## src/rtl/axi_lite_pkg.sv

```systemverilog
// Shared AXI-Lite register-file types: response codes and address decode helpers.
package axi_lite_pkg;

  typedef enum logic [1:0] {
    RESP_OKAY   = 2'b00,
    RESP_SLVERR = 2'b10
  } resp_t;

  // Register index of a byte address; only meaningful when in_range() holds.
  function automatic logic [63:0] addr_to_idx(input logic [63:0] addr, input int unsigned lsb);
    return addr >> lsb;
  endfunction

  // Word-aligned and below the register count.
  function automatic logic in_range(input logic [63:0] addr, input int unsigned lsb,
                                    input int unsigned num_regs);
    logic [63:0] mask;
    mask = (64'(1) << lsb) - 64'(1);
    return ((addr & mask) == 64'(0)) && ((addr >> lsb) < 64'(num_regs));
  endfunction

endpackage

```

## src/rtl/axi_lite_regfile_wpath.sv

```systemverilog
// AXI-Lite write path: independent AW/W capture, commit strobe toward the
// register array, and the B response channel.
module axi_lite_regfile_wpath
  import axi_lite_pkg::*;
#(
  parameter int unsigned ADDR_WIDTH = 32,
  parameter int unsigned DATA_WIDTH = 32,
  parameter int unsigned NUM_REGS   = 8,
  parameter logic [NUM_REGS-1:0] RO_MASK = '0
) (
  input  logic                                  clk,
  input  logic                                  reset,
  input  logic [ADDR_WIDTH-1:0]                 aw_addr,
  input  logic                                  aw_valid,
  output logic                                  aw_ready,
  input  logic [DATA_WIDTH-1:0]                 w_data,
  input  logic [DATA_WIDTH/8-1:0]               w_strb,
  input  logic                                  w_valid,
  output logic                                  w_ready,
  output resp_t                                 b_resp,
  output logic                                  b_valid,
  input  logic                                  b_ready,
  output logic                                  wr_en_c,
  output logic [(NUM_REGS > 1 ? $clog2(NUM_REGS) : 1)-1:0] wr_idx_c,
  output logic [DATA_WIDTH-1:0]                 wr_data_c,
  output logic [DATA_WIDTH/8-1:0]               wr_strb_c
);

  localparam int unsigned STRB_W = DATA_WIDTH / 8;
  localparam int unsigned LSB    = $clog2(STRB_W);
  localparam int unsigned IDX_W  = (NUM_REGS > 1) ? $clog2(NUM_REGS) : 1;

  logic                  aw_held, aw_held_n;
  logic                  w_held, w_held_n;
  logic [ADDR_WIDTH-1:0] aw_addr_q;
  logic [DATA_WIDTH-1:0] w_data_q;
  logic [STRB_W-1:0]     w_strb_q;
  logic                  b_valid_n, aw_ready_n, w_ready_n;
  resp_t                 b_resp_n;
  logic                  aw_fire, w_fire, commit, addr_ok;
  logic [ADDR_WIDTH-1:0] cur_addr;

  // The commit uses whichever of held/live beat is available this cycle.
  always_comb begin
    aw_fire   = aw_valid && aw_ready;
    w_fire    = w_valid && w_ready;
    cur_addr  = aw_held ? aw_addr_q : aw_addr;
    wr_data_c = w_held ? w_data_q : w_data;
    wr_strb_c = w_held ? w_strb_q : w_strb;
    commit    = (aw_held || aw_fire) && (w_held || w_fire);
    addr_ok   = in_range(64'(cur_addr), LSB, NUM_REGS);
    wr_idx_c  = IDX_W'(addr_to_idx(64'(cur_addr), LSB));
    wr_en_c   = commit && addr_ok && !RO_MASK[wr_idx_c];

    aw_held_n = aw_held;
    w_held_n  = w_held;
    b_valid_n = b_valid;
    b_resp_n  = b_resp;
    if (commit) begin
      aw_held_n = 1'b0;
      w_held_n  = 1'b0;
      b_valid_n = 1'b1;
      b_resp_n  = addr_ok ? RESP_OKAY : RESP_SLVERR;
    end else begin
      if (aw_fire) aw_held_n = 1'b1;
      if (w_fire) w_held_n = 1'b1;
      if (b_valid && b_ready) b_valid_n = 1'b0;
    end
    aw_ready_n = !aw_held_n && !b_valid_n;
    w_ready_n  = !w_held_n && !b_valid_n;
  end

  always_ff @(posedge clk) begin
    if (reset) begin
      aw_held   <= 1'b0;
      w_held    <= 1'b0;
      b_valid   <= 1'b0;
      b_resp    <= RESP_OKAY;
      aw_ready  <= 1'b1;
      w_ready   <= 1'b1;
      aw_addr_q <= '0;
      w_data_q  <= '0;
      w_strb_q  <= '0;
    end else begin
      aw_held  <= aw_held_n;
      w_held   <= w_held_n;
      b_valid  <= b_valid_n;
      b_resp   <= b_resp_n;
      aw_ready <= aw_ready_n;
      w_ready  <= w_ready_n;
      if (aw_fire) aw_addr_q <= aw_addr;
      if (w_fire) begin
        w_data_q <= w_data;
        w_strb_q <= w_strb;
      end
    end
  end

endmodule

```

## src/rtl/axi_lite_regfile.sv

```systemverilog
// Parametrised AXI-Lite slave register file: RW register array with byte
// strobes, read-only slots mirroring HW_IN, and a single-outstanding read path.
module axi_lite_regfile
  import axi_lite_pkg::*;
#(
  parameter int unsigned ADDR_WIDTH = 32,
  parameter int unsigned DATA_WIDTH = 32,
  parameter int unsigned NUM_REGS   = 8,
  parameter logic [NUM_REGS-1:0]            RO_MASK   = '0,
  parameter logic [NUM_REGS*DATA_WIDTH-1:0] RESET_VAL = '0
) (
  input  logic                           A_CLK,
  input  logic                           A_RESET,
  input  logic [ADDR_WIDTH-1:0]          AW_ADDR,
  input  logic                           AW_VALID,
  output logic                           AW_READY,
  input  logic [DATA_WIDTH-1:0]          W_DATA,
  input  logic [DATA_WIDTH/8-1:0]        W_STRB,
  input  logic                           W_VALID,
  output logic                           W_READY,
  output logic [1:0]                     B_RESP,
  output logic                           B_VALID,
  input  logic                           B_READY,
  input  logic [ADDR_WIDTH-1:0]          AR_ADDR,
  input  logic                           AR_VALID,
  output logic                           AR_READY,
  output logic [DATA_WIDTH-1:0]          R_DATA,
  output logic [1:0]                     R_RESP,
  output logic                           R_VALID,
  input  logic                           R_READY,
  input  logic [NUM_REGS*DATA_WIDTH-1:0] HW_IN,
  output logic [NUM_REGS*DATA_WIDTH-1:0] REGS_O
);

  localparam int unsigned STRB_W = DATA_WIDTH / 8;
  localparam int unsigned LSB    = $clog2(STRB_W);
  localparam int unsigned IDX_W  = (NUM_REGS > 1) ? $clog2(NUM_REGS) : 1;

  logic [DATA_WIDTH-1:0] regs [NUM_REGS];
  logic [DATA_WIDTH-1:0] hw   [NUM_REGS];

  logic                  wr_en_c;
  logic [IDX_W-1:0]      wr_idx_c;
  logic [DATA_WIDTH-1:0] wr_data_c;
  logic [STRB_W-1:0]     wr_strb_c;
  resp_t                 b_resp;
  resp_t                 r_resp;

  axi_lite_regfile_wpath #(
    .ADDR_WIDTH (ADDR_WIDTH),
    .DATA_WIDTH (DATA_WIDTH),
    .NUM_REGS   (NUM_REGS),
    .RO_MASK    (RO_MASK)
  ) u_wpath (
    .clk       (A_CLK),
    .reset     (A_RESET),
    .aw_addr   (AW_ADDR),
    .aw_valid  (AW_VALID),
    .aw_ready  (AW_READY),
    .w_data    (W_DATA),
    .w_strb    (W_STRB),
    .w_valid   (W_VALID),
    .w_ready   (W_READY),
    .b_resp    (b_resp),
    .b_valid   (B_VALID),
    .b_ready   (B_READY),
    .wr_en_c   (wr_en_c),
    .wr_idx_c  (wr_idx_c),
    .wr_data_c (wr_data_c),
    .wr_strb_c (wr_strb_c)
  );

  assign B_RESP = b_resp;
  assign R_RESP = r_resp;

  // Per-register views of the status bus and the RW contents export.
  for (genvar g = 0; g < NUM_REGS; g++) begin : g_slice
    assign hw[g] = HW_IN[g*DATA_WIDTH +: DATA_WIDTH];
    assign REGS_O[g*DATA_WIDTH +: DATA_WIDTH] = RO_MASK[g] ? '0 : regs[g];
  end

  // Register array; read-only slots are never written.
  always_ff @(posedge A_CLK) begin
    if (A_RESET) begin
      for (int i = 0; i < NUM_REGS; i++) regs[i] <= RESET_VAL[i*DATA_WIDTH +: DATA_WIDTH];
    end else begin
      for (int i = 0; i < NUM_REGS; i++) begin
        for (int b = 0; b < STRB_W; b++) begin
          if (wr_en_c && wr_idx_c == IDX_W'(i) && wr_strb_c[b])
            regs[i][8*b +: 8] <= wr_data_c[8*b +: 8];
        end
      end
    end
  end

  logic                  ar_fire, rd_ok;
  logic [IDX_W-1:0]      rd_idx;
  logic [DATA_WIDTH-1:0] rd_val;

  always_comb begin
    ar_fire = AR_VALID && AR_READY;
    rd_ok   = in_range(64'(AR_ADDR), LSB, NUM_REGS);
    rd_idx  = IDX_W'(addr_to_idx(64'(AR_ADDR), LSB));
    rd_val  = '0;
    if (rd_ok) rd_val = RO_MASK[rd_idx] ? hw[rd_idx] : regs[rd_idx];
  end

  // Read channel; the array is sampled before any same-edge write lands.
  always_ff @(posedge A_CLK) begin
    if (A_RESET) begin
      R_VALID  <= 1'b0;
      AR_READY <= 1'b1;
      R_DATA   <= '0;
      r_resp   <= RESP_OKAY;
    end else if (ar_fire) begin
      R_VALID  <= 1'b1;
      AR_READY <= 1'b0;
      R_DATA   <= rd_val;
      r_resp   <= rd_ok ? RESP_OKAY : RESP_SLVERR;
    end else if (R_VALID && R_READY) begin
      R_VALID  <= 1'b0;
      AR_READY <= 1'b1;
    end
  end

endmodule

```

## config.mk

```make
export PLATFORM = sky130hd
export DESIGN_NAME = axi_lite_regfile
export DESIGN_NICKNAME = d
export VERILOG_FILES = /design/src/rtl/axi_lite_pkg.sv /design/src/rtl/axi_lite_regfile_wpath.sv /design/src/rtl/axi_lite_regfile.sv
export SDC_FILE = /design/constraint.sdc
export NUM_CORES = 1
export LEC_CHECK = 0
export ABC_AREA = 1
export CAP_MARGIN = 20
export CORE_AREA = 2 2 260 262
export CTS_CLUSTER_SIZE = 20
export DETAILED_ROUTE_END_ITERATION = 12
export DIE_AREA = 0 0 262 264
export SYNTH_ARGS = -nofsm -noshare
export SYNTH_HDL_FRONTEND = slang
export SYNTH_HIERARCHICAL = 1
export SYNTH_SLANG_ARGS = --single-unit
```

## constraint.sdc

```tcl
create_clock -name A_CLK -period 6 [get_ports A_CLK]
set_clock_uncertainty 0.2 [all_clocks]
set_input_delay 1.8 -clock A_CLK [delete_from_list [all_inputs] [get_ports A_CLK]]
set_output_delay 1.8 -clock A_CLK [all_outputs]
set_load 0.05 [all_outputs]
```

Word-level counts from Yosys, hierarchy flattened
Memories as Yosys holds them, arrays and structs flattened.
Index checks and enable logic that the tools add are counted.
- reduce and logical (&&, ||, !) cells: 62
- $lt $le $gt $ge: 5
- equal/unequal tests: 7
- multiplexer cells: 152
- bitwise logic cells: 33
- operators by type and width (operator ; count):
    8-bit 2-to-1 mux ; 32
    32-bit 2-to-1 mux ; 6
    64-bit logical NOT ; 2
    1-bit 2-to-1 mux ; 110
    32-bit binary-select mux with 3-bit select ; 1
    30-bit by 4-bit less-than comparator with 1-bit output, second input constant ; 2
    1-bit logical AND ; 52
    1-bit OR ; 32
    3-bit == test, second input constant ; 4
    3-bit by 4-bit less-than comparator with 1-bit output, second input constant ; 2
    3-bit by 2-bit == test with 1-bit output, second input constant ; 2
    4-bit greater-or-equal comparator, second input constant ; 1
    1-bit logical NOT ; 4
    2-bit 2-to-1 mux ; 2
    4-bit 2-to-1 mux ; 1
    3-bit NOT with 4-bit output ; 1
    3-bit by 1-bit == test with 1-bit output, second input constant ; 1
    3-bit logical NOT ; 1
    1-bit logical OR ; 2
    2-bit nonzero test ; 1
- output and inout bits: 297
- word-level logic and storage cells: 275
- bits in writable memories: 256
- flip-flop bits (word level): 111
- ROM bits: 16
- memories kept: 3
- input port bits: 363
- memory list (memory ; depth ; bits a word ; read ports ; clocked after memory_dff ; wr ports ; line ; RTL):
    regs ; 8 ; 32 ; 9 ; 0 ; 8 ; axi_lite_regfile.sv:39 ; logic [DATA_WIDTH-1:0] regs [NUM_REGS];
    (name not given) ; 8 ; 1 ; 1 ; 0 ; 0 ; axi_lite_regfile.sv:105 ; if (rd_ok) rd_val = RO_MASK[rd_idx] ? hw[rd_idx] : regs[rd_idx];
    (name not given) ; 8 ; 1 ; 1 ; 0 ; 0 ; axi_lite_regfile_wpath.sv:53 ; wr_en_c = commit && addr_ok && !RO_MASK[wr_idx_c];

Depth between registers and ports, before layout
- word-level depth: 11
- mapped depth: 17
- gate-level depth less buffers: 16

Hierarchy
The synthesis kept the hierarchy.
- by module, submodules not included (module ; times used ; sequential area each (µm²) ; cells an instance ; area an instance (µm²)):
    axi_lite_regfile ; 1 ; 8388.0 ; 1335 ; 12849.8
    axi_lite_regfile_wpath ; 1 ; 1481.4 ; 505 ; 3331.9

Worst setup path before layout
No wires, ideal clock.
- path type: input to register
- start: input port W_VALID
- end: memory regs[3][0] (enable)
- slack: 1814 ps
- data required time: 5416 ps
- arrival time: 3602 ps
- setup time: 384 ps
- buffers on the path: 0
- stages: 14
- cell sequence: nand2_2 > nand2_8 > nand2_4 > inv_2 > nand2_2 > nor2_2 > nand2_2 > nor2_4 > inv_1 > nor2_2 > inv_1 > nor2_1 > inv_1 > o21ai_0
- RTL lines (what ; line ; RTL):
    start: declaration ; axi_lite_regfile.sv:19 ; input logic W_VALID,
    end: declaration ; axi_lite_regfile.sv:39 ;

==> results.py <==
metrics = {
    "run_status": {
        "status": "completed",
    },
    "die": {
        "core_area_sq_um": 66600,
        "die_h_microns": 264,
        "die_area_sq_um": 69200,
        "num_rows": 95,
        "ios": 660,
        "start_util_pct": 24.3,
        "die_width_microns": 262,
    },
    "worst_setup_path": {
        "cp-end-kind": "flop",
        "worstSetupStartpointType": "primary input",
        "crit_type": "in2reg",
        "critPathArrivalTime_ps": 4960,
        "required_ps": 6080,
        "path_max_fanout": 34,
    },
    "detailed_routing": {
        "vias": 14600,
        "remaining_drc_errors": 0,
        "wl_per_cell_microns": 22.0,
        "initialDrtViolationCount": 1425,
        "postRouteAntennaNets": 0,
        "drt-vias-per-instance": 4.65,
        "dr.pass1.iters": 8,
        "routed_wl_microns": 69300,
    },
    "synthesis": {
        "syn_inst": 1840,
        "ys_types": 28,
        "synth_warnings": 6,
        "ys_seq_elements": 365,
        "yosys.area_share.adder_pct": 0,
        "synth-main-ff-cell": "edfxtp_1",
        "synth_area_sq_um": 16200,
        "synth_mux_area_share_pct": 0,
        "synth_top_family_by_area": "simple AND/OR/NAND/NOR gates",
        "syn_nets": 2203,
        "synth-seq-area-share_pct": 61.0,
        "avgSynthCellArea_sq_um": 8.79,
        "async_flop_share_pct": 0,
        "synth_compound_area_share_pct": 7.05,
        "synth-simple-area-share_pct": 27.1,
        "synth-edff-count": 256,
        "synth-xor-area-share_pct": 0,
    },
    "clock_tree": {
        "cts_buffers": 42,
        "holdBufCountCts": 0,
        "clock_sinks": 365,
        "cts_setup_buffers": 0,
        "clockBufferDepth": 3,
        "clock_latency_ps": 580,
        "cts_tree": "done",
        "clk_pin_slew_worst_paths_ps": 60,
        "cts-resized-gates": 0,
        "cts_max_level": 2,
        "cts_root_buf": "clkbuf_16",
    },
    "layout": {
        "layout_commonest_cell": "nor2_1",
        "fillers": 6717,
        "drive_above_1_share_pct": 6.93,
        "instances_no_fill": 3145,
        "multi_input_area_sq_um": 5540,
        "layout_common_cells": "nor2_1, clkdlybuf4s50_1, edfxtp_1",
        "ff_latch_area_sq_um": 9870,
        "fin_nets": 2597,
        "synthToLayoutAreaGrowth_pct": 39.5,
    },
    "placed_design": {
        "dp_cells": 3063,
        "pre_cts_ws_ps": 577,
        "portBuffers": 401,
        "dp_hpwl_microns": 50800,
        "gp_congestion": 0.891,
    },
    "hold_path": {
        "min_path_type": "reg2reg",
    },
    "sta": {
        "rsz0062_at_grt": "no",
        "period_minus_slack_ps": 4890,
        "hold_viol": 0,
        "max_freq_mhz": 205,
        "worst_slack_ps": 1110,
        "setup_tns_ps": 0,
        "drv_slew": 0,
        "min_period_over_period_pct": 81.4,
        "worst_pin_slew_ps": 1020,
        "maxSlewHeadroom_pct": 32.1,
        "setup_viol": 0,
        "whs_ps": 265,
    },
    "pwr": {
        "vdd_ir_drop_max_mv": 0.211,
        "total_power_mw": 6.77,
        "power_density_nw_per_um2": 300,
        "p_leak_nw": 8.58,
    },
    "grt": {
        "grt_usage_pct": 19.6,
        "antenna_found_initial": 13,
        "grt_overflow": 0,
        "grt_pass1_wl_microns": 97600,
        "grt_max_degree": 73,
        "grt_pass1_vias": 14000,
    },
    "job": {
        "max_cap_viol_count": 0,
    },
}
## through the flow
stage,utilization (%),cell area [sq um]
2_1_floorplan,-,16200
3_3_place_gp,31.7,21100
3_5_place_dp,31.7,21100
4_1_cts,33.9,22600
5_1_grt,33.9,22600
6_report,33.9,22600
## synthesized netlist by cell type (3+ instances only)
| cell type | n | area share (%) |
|---|---|---|
| nand3_1 | 116 | 3.6 |
| buf_2 | 17 | 0.53 |
| nand2_1 | 240 | 5.6 |
| inv_1 | 64 | 1.5 |
| buf_4 | 20 | 0.93 |
| nor2_1 | 661 | 15 |
| nor2_2 | 3 | 0.12 |
| buf_1 | 7 | 0.16 |
| nor3_1 | 4 | 0.12 |
| or2_2 | 19 | 0.73 |
| edfxtp_1 | 256 | 48 |
| nand4_1 | 5 | 0.19 |
| or2_1 | 4 | 0.15 |
| buf_6 | 5 | 0.35 |
| inv_2 | 7 | 0.16 |
| or2_0 | 12 | 0.46 |
| nor3_2 | 3 | 0.19 |
| a21oi_1 | 35 | 1.1 |
| o21ai_0 | 192 | 5.9 |
| nand2_2 | 4 | 0.15 |
| clkbuf_1 | 47 | 1.1 |
| dfxtp_1 | 109 | 13 |
## cell families (layout without fill, tap and decap cells)
group                  count (synthesis)  in the layout
AND/OR/NAND/NOR                     1077           1077
flip-flops                           365            365
AO/OA/AOI/OAI                        228            228
buffers and inverters                168            595
other                                  2              7
## final cells by class
class,instances,area share [%]
inverters,72,1.24
clock inverters,21,1.16
multi-input cells,1307,24.6
flip-flops and latches,365,43.7
repair buffers,446,19.2
clock buffers,56,5.21
diodes,5,0.0554
well taps,873,4.84
## per-layer routing
layer,up-vias,part of all wire (%),global-route usage [%]
met5,-,0.14,0
met4,14,2.3,5.05
met3,102,12,8.29
met2,745,44,30.6
met1,6928,41,24.9
li1,6827,-,-
## where the power goes
part           internal, mW  total, mW  switching (mW)
combinational         0.338       1.16           0.817
sequential             2.84       2.93          0.0892
clock                  1.60       2.69            1.09
total                  4.78       6.77            2.00
## flip-flops by register name (all words and copies together) (netlist names), 4 cells and up
name and count:
R_DATA 32, u_wpath/w_data_q 32, u_wpath/w_strb_q 4, regs 256
u_wpath/aw_addr_q 32
## path summary, 6_finish.rpt
path | startpoint | to | slack (ps) | cells past startpoint
worst max-delay path | AW_VALID | regs[3][24] | 1110 | 16
worst min-delay path | R_DATA[23] | R_DATA[23] | 270 | 2
worst max register to register | u_wpath/w_held | regs[3][24] | 1810 | 16
worst min register to register | R_DATA[23] | R_DATA[23] | 270 | 2
## critical path, stage by stage
cell	delay, ps
clkdlybuf4s50_1	500
nand2_4	210
nand2_8	130
nand2_4	60
inv_2	90
nand2_2	60
nor2_2	90
nand2_2	80
nor2_4	150
inv_1	70
nor2_2	190
inv_1	110
nor2_1	460
inv_1	290
o21ai_0	370
buf_4	280
No activity file was read; power rests on OpenSTA's default activity.
